File: config.mk
export PLATFORM = sky130hd
export DESIGN_NAME = inv_key_schedule
export DESIGN_NICKNAME = d
export VERILOG_FILES = /design/src/rtl/inv_key_schedule.sv
export SDC_FILE = /design/constraint.sdc
export NUM_CORES = 2
export LEC_CHECK = 0
export BUFFER_PORTS_ARGS = -buffer_cell sky130_fd_sc_hd__buf_4
export CORE_AREA = 2 2 361 363
export DETAILED_ROUTE_END_ITERATION = 10
export DIE_AREA = 0 0 363 365
export GPL_ROUTABILITY_DRIVEN = 0
export PLACE_DENSITY = 0.7
export SLEW_MARGIN = 15
export SYNTH_ARGS = -nofsm -noshare
export SYNTH_HDL_FRONTEND = slang
export SYNTH_SLANG_ARGS = --single-unit
File: constraint.sdc
create_clock -name clk -period 33.6 [get_ports clk]
set_input_delay 6.72 -clock clk [delete_from_list [all_inputs] [get_ports clk]]
set_output_delay 6.72 -clock clk [all_outputs]
set_load 0.02 [all_outputs]
File: src/rtl/inv_key_schedule.sv
// inv_key_schedule: iterative AES-128 decryption key schedule, emits round keys 10 down to 0 over a valid/ready handshake.
module inv_key_schedule #(
  parameter int NUM_ROUNDS = 10
) (
  input  logic         clk,
  input  logic         rst,
  input  logic         start,
  input  logic         key_is_last,
  input  logic [127:0] key_in,
  output logic         busy,
  output logic         rk_valid,
  input  logic         rk_ready,
  output logic [127:0] rk_out,
  output logic [3:0]   rk_round,
  output logic         done
);
  localparam logic [3:0] LAST = 4'(NUM_ROUNDS);
  if (NUM_ROUNDS != 10) begin : g_bad_rounds
    $error("inv_key_schedule supports NUM_ROUNDS=10 only");
  end
  typedef enum logic [1:0] {IDLE, FWD, EMIT} state_t;
  state_t       r_state;
  logic [127:0] r_key;
  logic [3:0]   r_cnt, r_round;
  logic         r_valid, r_busy, r_done;
  logic [31:0]  w_w0, w_w1, w_w2, w_w3, w_i1, w_i2, w_i3, w_n0, w_f1, w_f2, w_f3, w_sub_in, w_sub;
  logic [3:0]   w_rsel;
  function automatic logic [7:0] xtime(input logic [7:0] a);
    return {a[6:0], 1'b0} ^ (a[7] ? 8'h1b : 8'h00);
  endfunction
  function automatic logic [7:0] gmul(input logic [7:0] a, input logic [7:0] b);
    logic [7:0] p, x;
    p = '0;
    x = a;
    for (int i = 0; i < 8; i++) begin
      p = b[i] ? p ^ x : p;
      x = xtime(x);
    end
    return p;
  endfunction
  // S-box built from x^254 (GF inverse, 0 maps to 0) followed by the affine transform
  function automatic logic [7:0] sbox(input logic [7:0] x);
    logic [7:0] y, r;
    y = x;
    r = 8'h01;
    for (int i = 0; i < 7; i++) begin
      y = gmul(y, y);
      r = gmul(r, y);
    end
    return r ^ {r[6:0], r[7]} ^ {r[5:0], r[7:6]} ^ {r[4:0], r[7:5]} ^ {r[3:0], r[7:4]} ^ 8'h63;
  endfunction
  function automatic logic [7:0] rcon(input logic [3:0] r);
    case (r)
      4'd1:    return 8'h01;
      4'd2:    return 8'h02;
      4'd3:    return 8'h04;
      4'd4:    return 8'h08;
      4'd5:    return 8'h10;
      4'd6:    return 8'h20;
      4'd7:    return 8'h40;
      4'd8:    return 8'h80;
      4'd9:    return 8'h1b;
      4'd10:   return 8'h36;
      default: return 8'h00;
    endcase
  endfunction
  assign {w_w0, w_w1, w_w2, w_w3} = r_key;
  assign w_i3 = w_w3 ^ w_w2;
  assign w_i2 = w_w2 ^ w_w1;
  assign w_i1 = w_w1 ^ w_w0;
  // one SubWord shared by both directions: forward uses w3, inverse uses the recovered w3
  assign w_rsel   = (r_state == FWD) ? r_cnt : r_round;
  assign w_sub_in = (r_state == FWD) ? w_w3 : w_i3;
  assign w_sub    = {sbox(w_sub_in[23:16]), sbox(w_sub_in[15:8]), sbox(w_sub_in[7:0]), sbox(w_sub_in[31:24])}
                    ^ {rcon(w_rsel), 24'h0};
  assign w_n0 = w_w0 ^ w_sub;
  assign w_f1 = w_w1 ^ w_n0;
  assign w_f2 = w_w2 ^ w_f1;
  assign w_f3 = w_w3 ^ w_f2;
  always_ff @(posedge clk or posedge rst) begin
    if (rst) begin
      r_state <= IDLE;
      r_key   <= '0;
      r_cnt   <= '0;
      r_round <= '0;
      r_valid <= 1'b0;
      r_busy  <= 1'b0;
      r_done  <= 1'b0;
    end else begin
      r_done <= 1'b0;
      case (r_state)
        IDLE: if (start) begin
          r_key   <= key_in;
          r_busy  <= 1'b1;
          r_state <= key_is_last ? EMIT : FWD;
          r_valid <= key_is_last;
          r_round <= key_is_last ? LAST : r_round;
          r_cnt   <= 4'd1;
        end
        FWD: begin
          r_key <= {w_n0, w_f1, w_f2, w_f3};
          r_cnt <= r_cnt + 4'd1;
          if (r_cnt == LAST) begin
            r_state <= EMIT;
            r_round <= LAST;
            r_valid <= 1'b1;
          end
        end
        EMIT: if (rk_ready) begin
          if (r_round == 4'd0) begin
            r_state <= IDLE;
            r_valid <= 1'b0;
            r_busy  <= 1'b0;
            r_done  <= 1'b1;
          end else begin
            r_key   <= {w_n0, w_i1, w_i2, w_i3};
            r_round <= r_round - 4'd1;
          end
        end
        default: r_state <= IDLE;
      endcase
    end
  end
  assign busy     = r_busy;
  assign rk_valid = r_valid;
  assign rk_out   = r_key;
  assign rk_round = r_round;
  assign done     = r_done;
endmodule
==> results.toml <==
[run_status]
status = "completed"

[route]
vias = 69400
drt_iter0_markers = 8176
drc = 0
routedWlPerCell_um = 21.7
antenna_left = 0
via_per_inst = 6.38
first_pass_iters = 8
routed_wl_um = 236000

[hold_path]
hp-class = "reg2reg"
whs_path_depth = 2
min_to = "r_cnt[3]"
hp-start = "r_cnt[3]"

[die]
dieArea_um2 = 132000
rows = 132
start_util_pct = 54.7
io_pins = 268
die_w_um = 363
dieHeight_um = 365
core_area_um2 = 129000

[logic_synthesis]
syn-num-nets = 9503
syn_inst = 9340
yosysWarnings = 0
synth_area_um2 = 70400
synth_edf_count = 0
synth-seq-cells = 141
netlist-cell-type-count = 125
ys_seq_area_share_pct = 5.01
syn_area_per_cell_um2 = 7.54
async_reset_ff_share_pct = 100
synth_ff_type = "dfrtp_1"

[timing]
max_freq_mhz = 44.9
hold_viol = 0
period_share_pct = 66.3
min_period_ns = 22.28
drv_slew = 0
finalSetupTns_ns = 0
fin_skew_ns = 0.0340
whs_ns = 0.589
grt_setup_unrepaired = "false"
slew_headroom_pct = 21.8
tightest_slew_ns = 1.17
setup_violations = 0

[clock_tree]
insertion_delay_ns = 0.50
cts_tree = "yes"
cts_buffer_depth = 2
cts_buffers = 17
ctsHoldBuffers = 0
cts.sinks = 141
cts-resized-gates = 0
root_buffer = "clkbuf_16"
h-tree-depth = 4
cts_setup_buffers = 0
clk_pin_slew_worst_paths_ns = 0.07

[setup_path]
slowest_stage = "xnor3_1"
reg2regPathDepth = 60
critPathRequiredTime_ns = 33.94
crit_path_max_incr_delay_ns = 1.07
r2r_slack_ns = 11.33
crit_type = "reg2reg"
timing.rr.end = "rk_out[94]"
end_kind = "flip-flop"
arrival_ns = 22.61
critPathLaunchType = "flip-flop"
rr_startpoint = "r_state[1]"
cpMostUsedCell = "xnor2_1"
crit_fanout = 53

[global_route]
grt_max_degree = 87
grt_pass1_vias = 63500
track_usage_pct = 33.9
overflow = 0
grt_first_pass_wirelength_um = 366000
antenna_found_initial = 17

[job]
max_cap_violations = 0

[cells_and_area]
final_common_cell = "xnor2_1"
fill_cells = 11900
fin_nets = 9345
final_cell_mix = "xnor2_1 (1,616), nor2_1 (1,182), nand2_1 (898), o21ai_0 (530), a21oi_1 (520)"
areaGrowthSynthToFinish_pct = 5.70
drive_gt1_share_pct = 11.0

[place]
port_buffers = 267
dp_hpwl_um = 174000
-- cell usage after synthesis, drive strengths merged (57+ instances only) --
cell type  count  share of area (%)
o22ai        151                1.4
inv          144               0.77
dfrtp        141                5.0
nand2        903                4.8
mux2i        204                2.9
buf          262                2.1
a21oi        523                3.7
o211ai       118                1.3
nand2b        85               0.78
xnor2       1813                 25
nor2b         95               0.87
o21ai        631                4.5
a31oi         67               0.60
xor2         553                7.7
a22oi        106                1.1
xnor3        364                 12
nand3        201                1.4
o221ai        57               0.71
nor2        1198                6.5
nor3         276                2.0
clkbuf       433                2.3
a211oi        86               0.95
a221oi        61               0.78
-- final cells by class --
| type | instances | area (µm²) | area share [%] |
|---|---|---|---|
| multi-input combinational | 8346 | 63700 | 85.6 |
| timing repair buffer | 518 | 3890 | 5.22 |
| sequential | 141 | 3530 | 4.74 |
| tap | 1675 | 2100 | 2.82 |
| inverter | 158 | 601 | 0.807 |
| clock buffer | 17 | 425 | 0.571 |
| clock inverter | 14 | 185 | 0.249 |
| antenna | 5 | 12.5 | 0.0168 |
-- worst max-delay path: cells and delay by family, from the launching register on --
family	cells	cell delay [ns]
buf+inv	7	2.44
simple gates	11	3.44
flops	1	0.42
xor+xnor	25	10.20
compound gates	13	3.91
fa+ha+maj	3	1.25
mux	1	0.33
-- layer usage --
layer | part of all wire (%) | vias up | global-route usage, %
met1 | 40 | 33000 | 44.7
li1 | - | 32100 | -
met5 | 0.11 | - | 0.508
met2 | 45 | 3622 | 54.2
met3 | 11 | 576 | 7.54
met4 | 3.8 | 28 | 12.1
-- through the flow --
stage                     instance area, µm²  util (%)  setup WS, ns  std cells
after floorplan                        70400         -         15.17       9340
after global placement                 73800      57.4         12.42      10800
after detailed placement               73800      57.4         11.91      10800
after CTS                              74400      57.8         11.92      10900
after global routing                   74400      57.9          9.80      10900
final                                  74400      57.9         11.33      10900
-- sequential cells by signal, summed over array words and instances (netlist names) --
signal / count
r_state: 2
r_cnt: 4
busy: 1
rk_out: 128
rk_valid: 1
done: 1
rk_round: 4
-- logic make-up after synthesis --
group	Yosys count	synth area share [%]
xor+xnor	2781	45.8
mux	262	3.89
fa+ha+maj	31	0.547
simple gates	3037	19.1
flops	141	5.01
buf+inv	853	5.21
compound gates	2235	20.4
-- how the worst max path moves through the flow --
stage	startpoint	to	slack, ns	cells past startpoint
2_1_floorplan	r_state[1]	rk_out[29]	15.17	76
3_3_place_gp	r_state[1]	rk_out[94]	12.42	62
3_5_place_dp	r_state[1]	rk_out[94]	11.91	60
4_1_cts	r_state[1]	rk_out[94]	11.92	60
5_1_grt	r_state[1]	rk_out[94]	9.80	64
6_report	r_state[1]	rk_out[94]	11.33	60
Power is not shown: default switching activity piles up to over one toggle a cycle in this logic, so the estimate is an artifact.
